==> src/rtl/alu_div_16_bit.sv <==
// ---------------------------------------------------------------------------
// alu_div_16_bit : iterative restoring divider, one quotient bit per clock
// Revision 1.0
// ---------------------------------------------------------------------------
`default_nettype none

module alu_div_16_bit #(
  parameter int WIDTH = 16
) (
  input  logic             clock,
  input  logic             resetn,
  input  logic             start,
  input  logic             signed_op,
  input  logic [WIDTH-1:0] dividend,
  input  logic [WIDTH-1:0] divisor,
  output logic             ready,
  output logic             done,
  output logic [WIDTH-1:0] quotient,
  output logic [WIDTH-1:0] remainder,
  output logic             div_by_zero
);

  localparam int CW = $clog2(WIDTH + 1);

  typedef enum logic [1:0] {
    IDLE = 2'd0,
    RUN  = 2'd1,
    FIX  = 2'd2
  } state_t;

  state_t           state;
  logic [WIDTH-1:0] rem;
  logic [WIDTH-1:0] quo;
  logic [WIDTH-1:0] dvsr;
  logic [WIDTH-1:0] dvnd_raw;
  logic [CW-1:0]    count;
  logic             neg_q;
  logic             neg_r;
  logic             dbz;

  logic [WIDTH-1:0] dvnd_mag;
  logic [WIDTH-1:0] dvsr_mag;
  logic [WIDTH-1:0] rem_sh;
  logic [WIDTH:0]   trial;

  always_comb begin
    dvnd_mag = (signed_op && dividend[WIDTH-1]) ? -dividend : dividend;
    dvsr_mag = (signed_op && divisor[WIDTH-1])  ? -divisor  : divisor;
    rem_sh   = {rem[WIDTH-2:0], quo[WIDTH-1]};
    // The extra top bit acts as the borrow: set means the trial went negative.
    trial    = {rem, quo[WIDTH-1]} - {1'b0, dvsr};
  end

  always_ff @(posedge clock or negedge resetn) begin
    if (!resetn) begin
      state       <= IDLE;
      rem         <= '0;
      quo         <= '0;
      dvsr        <= '0;
      dvnd_raw    <= '0;
      count       <= '0;
      neg_q       <= 1'b0;
      neg_r       <= 1'b0;
      dbz         <= 1'b0;
      ready       <= 1'b1;
      done        <= 1'b0;
      quotient    <= '0;
      remainder   <= '0;
      div_by_zero <= 1'b0;
    end else begin
      case (state)
        IDLE: begin
          done <= 1'b0;
          if (start) begin
            dvnd_raw <= dividend;
            neg_q    <= signed_op & (dividend[WIDTH-1] ^ divisor[WIDTH-1]);
            neg_r    <= signed_op & dividend[WIDTH-1];
            rem      <= '0;
            quo      <= dvnd_mag;
            dvsr     <= dvsr_mag;
            count    <= CW'(WIDTH);
            ready    <= 1'b0;
            if (divisor == '0) begin
              dbz   <= 1'b1;
              state <= FIX;
            end else begin
              dbz   <= 1'b0;
              state <= RUN;
            end
          end
        end

        RUN: begin
          if (!trial[WIDTH]) begin
            rem <= trial[WIDTH-1:0];
            quo <= {quo[WIDTH-2:0], 1'b1};
          end else begin
            rem <= rem_sh;
            quo <= {quo[WIDTH-2:0], 1'b0};
          end
          count <= count - 1'b1;
          if (count == CW'(1)) begin
            state <= FIX;
          end
        end

        FIX: begin
          if (dbz) begin
            quotient    <= '1;
            remainder   <= dvnd_raw;
            div_by_zero <= 1'b1;
          end else begin
            quotient    <= neg_q ? -quo : quo;
            remainder   <= neg_r ? -rem : rem;
            div_by_zero <= 1'b0;
          end
          done  <= 1'b1;
          ready <= 1'b1;
          state <= IDLE;
        end

        default: begin
          state <= IDLE;
          ready <= 1'b1;
          done  <= 1'b0;
        end
      endcase
    end
  end

endmodule

`default_nettype wire

==> config.mk <==
export PLATFORM = sky130hd
export DESIGN_NAME = alu_div_16_bit
export DESIGN_NICKNAME = d
export VERILOG_FILES = /design/src/rtl/alu_div_16_bit.sv
export SDC_FILE = /design/constraint.sdc
export NUM_CORES = 1
export LEC_CHECK = 0
export CORE_ASPECT_RATIO = 0.7
export CORE_MARGIN = 2
export CORE_UTILIZATION = 55
export DETAILED_ROUTE_END_ITERATION = 10
export DONT_BUFFER_PORTS = 1
export MAX_ROUTING_LAYER = met4
export PLACE_DENSITY_LB_ADDON = 0.15
export SYNTH_ARGS = -nofsm -noshare
export SYNTH_HDL_FRONTEND = slang
export SYNTH_SLANG_ARGS = --single-unit
==> constraint.sdc <==
create_clock -name clock -period 3.1 [get_ports clock]
set_clock_uncertainty 0.1 [all_clocks]
set_input_delay 0 -clock clock [delete_from_list [all_inputs] [get_ports clock]]
set_output_delay 0 -clock clock [all_outputs]
set_load 0.05 [all_outputs]
After elaboration in Yosys (flattened, before gate mapping)

Cells that the tools add are included.
Widths: inputs -> output; s select.

Register bits: 109
Input port bits: 36
Output and inout bits: 35

Add/subtract/negate cells: 6
Equal/unequal tests: 5
Multiplexer cells: 23
Bitwise gates (word level): 4
Reduce and logical (&&, ||, !) cells: 9

Operators by type and width:

| operator            | count |
|---|---|
| $mux 16             | 9 |
| $neg 16->16         | 4 |
| $pmux 16 s2         | 2 |
| $sub 17x16->17      | 1 |
| $logic_not 16->1    | 1 |
| $pmux 5 s2          | 1 |
| $reduce_and 2->1    | 4 |
| $mux 2              | 3 |
| $eq 5x1->1 const B  | 1 |
| $mux 5              | 1 |
| $sub 5x1->5 const B | 1 |
| $mux 1              | 4 |
| $ne 2x2->1 const B  | 2 |
| $pmux 1 s2          | 2 |
| $pmux 2 s2          | 1 |
| $and 1x1->1         | 2 |
| $eq 2x1->1 const B  | 1 |
| $eq 2x2->1 const B  | 1 |
| $logic_and 1x1->1   | 2 |
| $logic_not 2->1     | 1 |
| $reduce_bool 2->1   | 1 |
| $not 1->1           | 1 |
| $xor 1x1->1         | 1 |

Logic depth before layout (Yosys ltp)

Gate-level depths: netlist of run 1.

Depth in word-level cells: 4
Depth in mapped cells: 11
Mapped depth without buffers: 10

Least setup slack after synthesis of run 1

OpenSTA, ideal clock, no wires.

Path type: reg-to-reg
From: reg quo[15]
To: reg rem[10]
Library setup time: 0.131 ns
Arrival: 2.247 ns
Path slack: 0.622 ns
Cell stages (with the launch flop): 12
Period minus slack after synthesis: 2.478 ns
Cells stage by stage: dfrtp_1 inv_1 ha_1 fa_1 nor2b_4 o31a_4 o21ai_4 o21ai_4 xnor2_4 buf_8 mux2i_1 o21ai_1

Cells in the longest elaborated chain, start to end: 3

Ends and longest elaborated chain:

| item                   | RTL line | source |
|---|---|---|
| from (decl)            | 33       | `logic [WIDTH-1:0] quo;` |
| from (signal assigned) | 79       | `quo <= dvnd_mag;` |
| from (signal assigned) | 96       | `quo <= {quo[WIDTH-2:0], 1'b1};` |
| from (signal assigned) | 99       | `quo <= {quo[WIDTH-2:0], 1'b0};` |
| $sub 17x16->17         | 51       | `trial = {rem, quo[WIDTH-1]} - {1'b0, dvsr};` |
| $mux 16                | 94       | `if (!trial[WIDTH]) begin` |
| $pmux 16 s2            | 71       | `case (state)` |
| to (signal assigned)   | 95       | `rem <= trial[WIDTH-1:0];` |
| to (signal assigned)   | 98       | `rem <= rem_sh;` |
| to (decl)              | 32       | `logic [WIDTH-1:0] rem;` |

Every way passes these cells.
A chain may end at the register's enable or synchronous reset.

Worst setup path in the final report of run 1

From: reg quo[15]
To: reg rem[8]

Same word-level chain as after synthesis.

==> results.md, run 1 <==
* FMAX at 364 MHz
* Number of global-route vias before repair at 5,484
* Multiplexer area fraction after synthesis at 0.0277
* Final core utilization at 0.641
* Chip width at 134 um
* CTS Buf Count at 9
* Final Cycle Share at 0.887
* Worst r2r src: quo[15]
* DIE HEIGHT at 95.0 um
* Io pins at 71
* R2R Setup Slk at 0.35 ns
* Top-count cell post-synth: nand2_1
* R2R Path End: rem[8]
* Endpoints failing hold at 0
* Dpl hpwl at 11,900 um
* Synth Area in XOR/XNOR at 0.0944
* Clk Tree Root Cell: clkbuf_16
* Clk_lat worst skew at 0.35 ns
* Detailed Route Iter0 Violations at 447
* # DRC at 0
* GRT overflow at 0
* Register area share after synthesis at 0.419
* Arr. time, crit path at 2.88 ns
* Sw Share at 0.482
* # Max-Cap Violations at 0
* Antenna cells at 0
* Final Power at 9.19 mW
* Pwr/cell area at 1230 nW/um^2
* Met1 WL at 7970 um
* Main area contributors after synthesis: dfrtp_1 42%, nand2_1 7.1%, o21ai_0 5.6%
* Post-synth top flop: dfrtp_1
* Vias per inst at 5.90
* CTS resizes at 0
* Synth cell types at 59
* CTS H-Tree Depth at 3
* Area delta synth->final at 14.6%
* Dominant cell type by area after synthesis: dfrtp_1
* Combinational family with the most area after synthesis: simple AND/OR/NAND/NOR gates
* CTS tree: done
* Synthesis-stage register bit count at 109
* Slew Viols, Final at 0
* Share of cells above drive strength 1 at 0.0516
* Filler instances at 960
* Worst-path clk slew at 0.07 ns
* Clock sink count at 109
* DR vias at 5,614
* Synth cell count leaders: 124 x nand2_1, 108 x dfrtp_1, 73 x o21ai_0
* CTS max path bufs at 2
* Ys async rst share at 1.00
* R2R depth at 11
* Cell count after synthesis at 755
* GPL Wtd Cong at 0.872
* DR WL met2 at 7870 um
* Setup Viol. Count Final at 0
* Buffers added on ports at 0
* Peak supply drop at 0.000682 V
* Crit. Startpoint: quo[15]
* Crit path required time at 3.23 ns
* RSZ-0062 raised after global routing: no
* EDFF count, synth at 0
* Starting density of the core at 0.559
* Reg area at 2730 sq um
* Max layer used: met4
* Post-synth top area share at 0.415
* Fraction of power consumed by the clock network at 0.133
* Synth Area in Compound Gates at 0.180
* Synth Area in Adders at 0.0454
* Layout Nets at 849
* Sequential share of power at 0.362
* Drt wl/cell at 18.3 um
* Multi-input gate area in the final layout at 3490 sq um
* Syn_area_per_cell at 8.62 sq um
* Post-synthesis net count at 814
* Post-Route WL at 17,400 um
* P_sw at 4.43 mW
* Synth Warn # at 0
* Comb power frac at 0.505
* Crit path time final at 2.75 ns
* CP Max Fanout at 19
* LEAKAGE at 3.26 nW
* Largest net degree at the start of global routing at 110
* Worst setup EP type: flop
* Startpoint types: flop
* GR Util All Layers at 0.293
* Antenna violations before repair at 0
* Hold path start: divisor[10]
* Simple-gate share of the synthesized area at 0.189
* Status: finished clean
* Met3 wire length at 1330 um
* Die area at 12,700 sq um
* Postcts setup bufs at 0
* Worst-Margin Slew at 1.18 ns
* Global-route wire length before repair at 28,200 um
* Hold Path Class: in -> reg
* Synth Cell Area at 6510 sq um
* First-pass DRT Iterations at 5
* Max-slew headroom at 0.213
* CP Class: reg -> reg
* P_int at 4.76 mW
* Hold path cells at 4
* DRT antenna net count at 0
* Setup TNS at 0 ns
* Worst Hold Path EP: dvsr[12]
* Rows at 33
* Core area at 11,600 sq um
## per-layer routing
layer  track usage  vias up
li1              -     2676
met1         0.401     2718
met2         0.440      194
met3        0.0728       26
met4        0.0772        0
met5             -        -
## how the worst max path moves through the flow
stage / end / slack (ns) / depth (start not counted)
final: rem[8] / 0.35 / 11
after global routing: rem[6] / 0.19 / 11
after CTS: rem[0] / 0.36 / 11
after detailed placement: rem[0] / 0.38 / 11
after global placement: rem[11] / 0.50 / 11
after floorplan: rem[10] / 0.62 / 11
## power by group through the flow
| stage | registers (mW) | clock network, mW | logic (mW) |
|---|---|---|---|
| global placement | 3.30 | 0 | 4.26 |
| CTS | 3.31 | 1.24 | 4.60 |
| detailed placement | 3.34 | 0 | 4.40 |
| finish | 3.33 | 1.22 | 4.64 |
| floorplan | 3.07 | 0 | 3.73 |
| global route | 3.42 | 1.29 | 5.25 |
## cell families after synthesis
kind of cell	after synthesis
AOI/OAI and AO/OA	193
xor gates and xnor gates	68
adders and majority gates	23
buffers and inverters	68
DFF	109
muxes	18
and+or+nand+nor	276
## metrics by stage
| stage | setup slack, ns | instance area (sq um) | hold WS [ns] | std cells |
|---|---|---|---|---|
| floorplan | 0.622 | 6510 | -0.396 | 755 |
| global placement | 0.499 | 6610 | -0.391 | 884 |
| detailed placement | 0.381 | 6610 | -0.393 | 884 |
| CTS | 0.356 | 7460 | 0.00415 | 952 |
| global route | 0.189 | 7460 | 0.0493 | 952 |
| finish | 0.350 | 7460 | 0.0134 | 952 |
## sequential cells by signal, indices dropped and copies added (netlist names), 2 cells and up
name       count
dvsr          16
quotient      16
state          2
rem           16
quo           16
remainder     16
count          5
dvnd_raw      16
## critical path, stage by stage (launching register included)
cell	delay (ns)
dfrtp_1	0.40
inv_1	0.09
ha_1	0.22
fa_1	0.45
nor2b_4	0.15
o31a_4	0.16
o21ai_4	0.10
o21ai_4	0.22
xnor2_4	0.13
buf_4	0.29
mux2i_1	0.25
o21ai_1	0.07
## layout make-up
class / count / area share
repair buffers: 63 / 0.0832
multi-input cells: 578 / 0.468
clock inverters: 6 / 0.0101
clock buffers: 10 / 0.0320
well taps: 157 / 0.0263
flip-flops and latches: 109 / 0.366
inverters: 29 / 0.0146
## layout by cell type (no fill, tap or decap), types with 2 or more instances in the layout
| cell type | count |
|---|---|
| mux2i_1 | 18 |
| nor3_1 | 14 |
| dfrtp_1 | 108 |
| nand3_1 | 29 |
| dlygate4sd3_1 | 51 |
| o21ai_0 | 73 |
| buf_4 | 11 |
| inv_1 | 29 |
| o31ai_1 | 9 |
| o21ai_4 | 2 |
| nor4_1 | 7 |
| nand2_1 | 123 |
| nand2b_1 | 8 |
| o211ai_1 | 3 |
| nor2_1 | 64 |
| inv_6 | 3 |
| a31oi_1 | 6 |
| a22oi_1 | 15 |
| nand3b_1 | 2 |
| and2_1 | 2 |
| ha_1 | 22 |
| a21o_1 | 3 |
| or4_1 | 2 |
| xnor2_1 | 34 |
| a211oi_2 | 2 |
| and3_1 | 2 |
| or3_1 | 7 |
| a21oi_1 | 46 |
| nor2b_1 | 8 |
| xor2_1 | 33 |
| o41ai_1 | 5 |
| o21ai_1 | 12 |
| clkbuf_16 | 9 |
| o21a_1 | 3 |
## what timing repair did
| item | CTS | global route |
|---|---|---|
| hold buffers | 52 | 0 |
| endpoints found under the setup margin | 0 | 0 |
| hold endpoints to repair | 162 | 0 |
(Power assumes the default switching activity.)
==> run 2, diff against run 1 <==
REMOVE_ABC_BUFFERS = 1   (was not set)
==> run 2 against run 1 <==
Sequential share of layout area rose by 0.35 points; via count rose by 0.23%; global-route usage fell by 1.0 points; register-to-register slack improved by 0.05 ns; power fell by 0.59%; final cell count fell by 0.42%; sequential power barely moved; critical path depth did not move; design area fell by 0.94%; count of clock-buffer cells in the layout rose by 2; largest power group unchanged.
==> results.md, run 2 (synthesis results as in run 1) <==
* CP Max Fanout at 19 (unchanged)
* Status: finished clean
* R2R Setup Slk at 0.39 ns (+0.05 ns)
* Io pins at 71 (unchanged)
* Peak supply drop at 0.000650 V (-4.7%)
* Buffers added on ports at 0 (unchanged)
* Pre-CTS setup slack at 0.473 ns (+0.0923 ns)
* Global-route wire length before repair at 27,300 um (-3.3%)
* Multi-input gate area in the final layout at 3490 sq um (unchanged)
* FMAX at 370 MHz (+1.7%)
* Clk Tree Root Cell: clkbuf_16
* Setup ws final at 0.395 ns (+0.0452 ns)
* Max-slew headroom at 0.256 (+0.0426)
* Core area at 11,600 sq um (unchanged)
* CTS max path bufs at 2 (unchanged)
* Antenna cells at 0 (unchanged)
* CTS H-Tree Depth at 3 (unchanged)
* Minimum hold slack at 0.00539 ns (-0.00799 ns)
* Slew Viols, Final at 0 (unchanged)
* GR Util All Layers at 0.282 (-0.0105)
* Share of cells above drive strength 1 at 0.0531 (+0.00153)
* # Max-Cap Violations at 0 (unchanged)
* R2R depth at 11 (unchanged)
* CTS Buf Count at 9 (unchanged)
* Pwr/cell area at 1240 nW/um^2 (+0.35%)
* LEAKAGE at 3.23 nW (-1.1%)
* DP Area at 6640 sq um (+0.53%)
* GPL Wtd Cong at 0.901 (+3.4%)
* Clock sink count at 109 (unchanged)
* Largest net degree at the start of global routing at 110 (unchanged)
* CTS resizes at 0 (unchanged)
* GRT overflow at 0 (unchanged)
* Drt wl/cell at 18.0 um (-1.6%)
* Final Cycle Share at 0.873 (-0.0146)
* CTS tree: done
* Crit path time final at 2.71 ns (-0.0452 ns)
* Commonest non-fill, non-tap cell in the layout: nand2_1
* Crit path required time at 3.22 ns (about the same)
* Number of global-route vias before repair at 5,229 (-4.6%)
* Die area at 12,700 sq um (unchanged)
* RSZ-0062 raised after global routing: no
* # DRC at 0 (unchanged)
* CP Class: reg -> reg
* Rows at 33 (unchanged)
* Worst setup EP type: flop
* Starting density of the core at 0.559 (unchanged)
* Chip width at 134 um (unchanged)
* Hold path cells at 5 (+1)
* Reg area at 2730 sq um (unchanged)
* DIE HEIGHT at 95.0 um (unchanged)
* DR vias at 5,627 (+0.23%)
* Setup TNS at 0 ns (unchanged)
* Final Cell Area at 7390 sq um (-0.94%)
* Dpl hpwl at 11,700 um (-1.7%)
* First-pass DRT Iterations at 5 (unchanged)
* Vias per inst at 5.94 (+0.65%)
* Filler instances at 992 (+3.3%)
* Final core utilization at 0.635 (-0.00602)
* DRT antenna net count at 0 (unchanged)
* Setup Viol. Count Final at 0 (unchanged)
* Arr. time, crit path at 2.83 ns (-0.05 ns)
* Area delta synth->final at 13.5%
* Post-Route WL at 17,000 um (-2.0%)
* Layout Nets at 845 (-0.47%)
* Detailed Route Iter0 Violations at 582 (+30%)
* Startpoint types: flop
* Clk_lat worst skew at 0.35 ns (about the same)
* Worst-path clk slew at 0.08 ns (about the same)
* Most frequent cells in the layout: 123 x nand2_1, 108 x dfrtp_1, 73 x o21ai_0
* Antenna violations before repair at 0 (unchanged)
* Worst-Margin Slew at 1.12 ns (-0.0596 ns)
* Endpoints failing hold at 0 (unchanged)
* Hold Path Class: in -> reg
run 2: layout make-up:
cell class	count	area share
clock inverters	4	0.00440
repair buffers	59	0.0792
inverters	29	0.0147
flip-flops and latches	109	0.369
well taps	157	0.0266
multi-input cells	578	0.472
clock buffers	12	0.0334
run 2: final timing paths:
kind / start / endpoint
max in group asynchronous: resetn / ready
max: quo[15] / rem[0]
min: dividend[6] / quo[8]
min reg2reg: count[4] / count[4]
max reg2reg: quo[15] / rem[0]
min in group asynchronous: resetn / remainder[13]
run 2: metal layers:
layer | share of wire | global-route usage
met2 | 0.44 | 0.420
met3 | 0.083 | 0.0579
met4 | 0.0069 | 0.0509
met1 | 0.47 | 0.407
met5 | 0 | -
run 2: what timing repair did:
item | 4_1_cts | 5_1_grt
hold buffers | 45 | 0
endpoints found under the hold margin | 162 | 0
buffers inserted | 0 | 0
setup endpoints to repair | 0 | 0
run 2: through the flow:
step	total power, mW	cells
2_1_floorplan	6.62	716
3_3_place_gp	7.65	887
3_5_place_dp	7.86	887
4_1_cts	9.07	948
5_1_grt	9.82	948
6_report	9.14	948
run 2: worst max-delay path, cell delays in order (launching register included):
cell,delay [ns]
dfrtp_1,0.40
inv_1,0.12
ha_1,0.21
fa_1,0.28
nor2b_4,0.07
o31a_4,0.30
o21ai_4,0.25
o21ai_4,0.11
xnor2_4,0.14
buf_12,0.17
or3_1,0.31
o311ai_0,0.12
run 2: where the power goes:
part | internal (mW) | leakage, nW | switching, mW
combinational | 2.07 | 1.71 | 2.64
clock | 0.575 | 0.135 | 0.535
sequential | 2.06 | 1.38 | 1.26
total | 4.71 | 3.23 | 4.43
==> run 3, diff against run 2 <==
PLACE_DENSITY = 0.8   (was not set)
PLACE_DENSITY_LB_ADDON = not set   (was 0.15)
==> run 3 against run 2 <==
Sequential share of layout area fell by 0.069 points; power up 1.2%; combinational power shrank 1%; design area up 0.19%; sequential power hardly changed; via count up 2.1%; hold slack improved by 0.0062 ns; highest routed layer unchanged.
==> results.md, run 3 (synthesis results as in run 1) <==
* Status: finished clean
* R2R depth at 11 (unchanged)
* Rows at 33 (unchanged)
* Antenna cells at 0 (unchanged)
* Largest net degree at the start of global routing at 110 (unchanged)
* Placed Cells at 883 (-0.45%)
* Crit path required time at 3.21 ns (about the same)
* CP Max Fanout at 19 (unchanged)
* GRT overflow at 0 (unchanged)
* GR Util All Layers at 0.287 (+0.00485)
* DIE HEIGHT at 95.0 um (unchanged)
* Commonest non-fill, non-tap cell in the layout: nand2_1
* Final Cycle Share at 0.889 (+0.0159)
* Startpoint types: flop
* DRT antenna net count at 0 (unchanged)
* CP Cell Sequence: inv_1, ha_1, fa_1, nor2b_4, o31a_4, o21ai_4, o21ai_4, xnor2_4, buf_4, mux2i_1, o21ai_1
* Pwr/cell area at 1250 nW/um^2 (+0.98%)
* FMAX at 363 MHz (-1.8%)
* Hold path cells at 4 (-1)
* # Max-Cap Violations at 0 (unchanged)
* Max-slew headroom at 0.333 (+0.0766)
* Endpoints failing hold at 0 (unchanged)
* Starting density of the core at 0.559 (unchanged)
* Global-route wire length before repair at 28,000 um (+2.5%)
* Die area at 12,700 sq um (unchanged)
* Hold Path Class: in -> reg
* Most frequent cells in the layout: 123 x nand2_1, 108 x dfrtp_1, 73 x o21ai_0
* CTS tree: done
* Setup TNS at 0 ns (unchanged)
* CTS max path bufs at 2 (unchanged)
* CP Class: reg -> reg
* Fin cells at 945 (-0.32%)
* R2R Setup Slk at 0.35 ns (-0.05 ns)
* Vias per inst at 6.08 (+2.4%)
* LEAKAGE at 3.23 nW (+0.17%)
* Worst r2r src: quo[15]
* Share of cells above drive strength 1 at 0.0508 (-0.00234)
* Post-Route WL at 17,200 um (+1.2%)
* CTS H-Tree Depth at 3 (unchanged)
* R2R Path End: rem[14]
* Area delta synth->final at 13.7%
* RSZ-0062 raised after global routing: no
* CP delay by family, top: adder cells
* Peak supply drop at 0.000556 V (-15%)
* Chip width at 134 um (unchanged)
* # DRC at 0 (unchanged)
* Layout Nets at 842 (-0.36%)
* Clk Tree Root Cell: clkbuf_16
* Slew Viols, Final at 0 (unchanged)
* Worst setup EP type: flop
* Worst-path clk slew at 0.08 ns (about the same)
* Slowest CP cell: fa_1
* Number of global-route vias before repair at 5,593 (+7.0%)
* Core area at 11,600 sq um (unchanged)
* Setup Viol. Count Final at 0 (unchanged)
* Worst-Margin Slew at 0.997 ns (-0.119 ns)
* GPL Wtd Cong at 0.912 (+1.2%)
* CP peak stage delay at 0.45 ns (+0.05 ns)
* Io pins at 71 (unchanged)
* Worst Hold Path EP: dvsr[11]
* CTS Buf Count at 9 (unchanged)
* Worst path bufs/invs at 2 (unchanged)
* Clk_lat worst skew at 0.36 ns (about the same)
* Dpl hpwl at 11,600 um (-0.48%)
* Antenna violations before repair at 0 (unchanged)
* Arr. time, crit path at 2.86 ns (+0.03 ns)
* Drt wl/cell at 18.2 um (+1.5%)
* Hold path start: divisor[0]
* Multi-input gate area in the final layout at 3490 sq um (unchanged)
* Reg area at 2730 sq um (unchanged)
* Clock sink count at 109 (unchanged)
* Filler instances at 923 (-7.0%)
* DR vias at 5,745 (+2.1%)
* Detailed Route Iter0 Violations at 478 (-18%)
* Buffers added on ports at 0 (unchanged)
* Crit path time final at 2.75 ns (+0.0494 ns)
* First-pass DRT Iterations at 5 (unchanged)
* Most used cell, CP: o21ai_4
## run 3: changes by cell type in the layout (fill, tap and decap cells not counted), moves of 2 or more
cell      change
clkinv_8      +2
clkbuf_1      -2
buf_4         -3
inv_6         +3
## run 3: metrics by stage
step / setup WS, ns / instance area (sq um) / hold slack, ns / utilization / power (mW)
floorplan: 0.582 / 6330 / -0.396 / - / 6.62
global placement: 0.530 / 6600 / -0.393 / 0.567 / 7.43
detailed placement: 0.372 / 6600 / -0.393 / 0.567 / 7.76
CTS: 0.353 / 7400 / 0.000197 / 0.636 / 9.15
global route: 0.225 / 7400 / 0.0356 / 0.636 / 9.92
finish: 0.345 / 7400 / 0.0115 / 0.636 / 9.24
## run 3: worst register-to-register path, stage by stage (launching register included)
cell     delay (ns)
dfrtp_1        0.38
inv_1          0.08
ha_1           0.23
fa_1           0.45
nor2b_4        0.16
o31a_4         0.16
o21ai_4        0.09
o21ai_4        0.22
xnor2_4        0.13
buf_4          0.28
mux2i_1        0.25
o21ai_1        0.08
## run 3: worst max path at each step
| stage | from | end | slack, ns | cells past startpoint |
|---|---|---|---|---|
| after floorplan | quo[15] | rem[11] | 0.58 | 10 |
| after global placement | quo[15] | rem[13] | 0.53 | 11 |
| after detailed placement | quo[15] | rem[14] | 0.37 | 11 |
| after CTS | quo[15] | rem[14] | 0.35 | 11 |
| after global routing | rem[8] | rem[13] | 0.23 | 9 |
| final | quo[15] | rem[14] | 0.35 | 11 |
## run 3: final cells by class
cell class / instances / share of cell area
inverters: 29 / 0.0147
clock buffers: 9 / 0.0304
well taps: 157 / 0.0265
repair buffers: 56 / 0.0747
clock inverters: 7 / 0.0135
flip-flops and latches: 109 / 0.369
multi-input cells: 578 / 0.472
## run 3: timing repair
| action | 4_1_cts | 5_1_grt |
|---|---|---|
| hold endpoints to repair | 162 | 0 |
| hold buffers | 46 | 0 |
| setup buffers | 0 | 0 |
| gates resized for setup | 0 | 0 |
## run 3: power breakdown
group	switching (mW)	internal (mW)
logic	2.66	1.99
registers	1.28	2.06
clock network	0.599	0.656
## run 3: per-layer routing
| layer | GRT usage | vias to the layer above | share of wire |
|---|---|---|---|
| met5 | - | - | 0 |
| met4 | 0.0763 | 0 | 0.014 |
| met3 | 0.0686 | 31 | 0.092 |
| met2 | 0.444 | 291 | 0.46 |
| met1 | 0.384 | 2762 | 0.44 |
| li1 | - | 2661 | - |
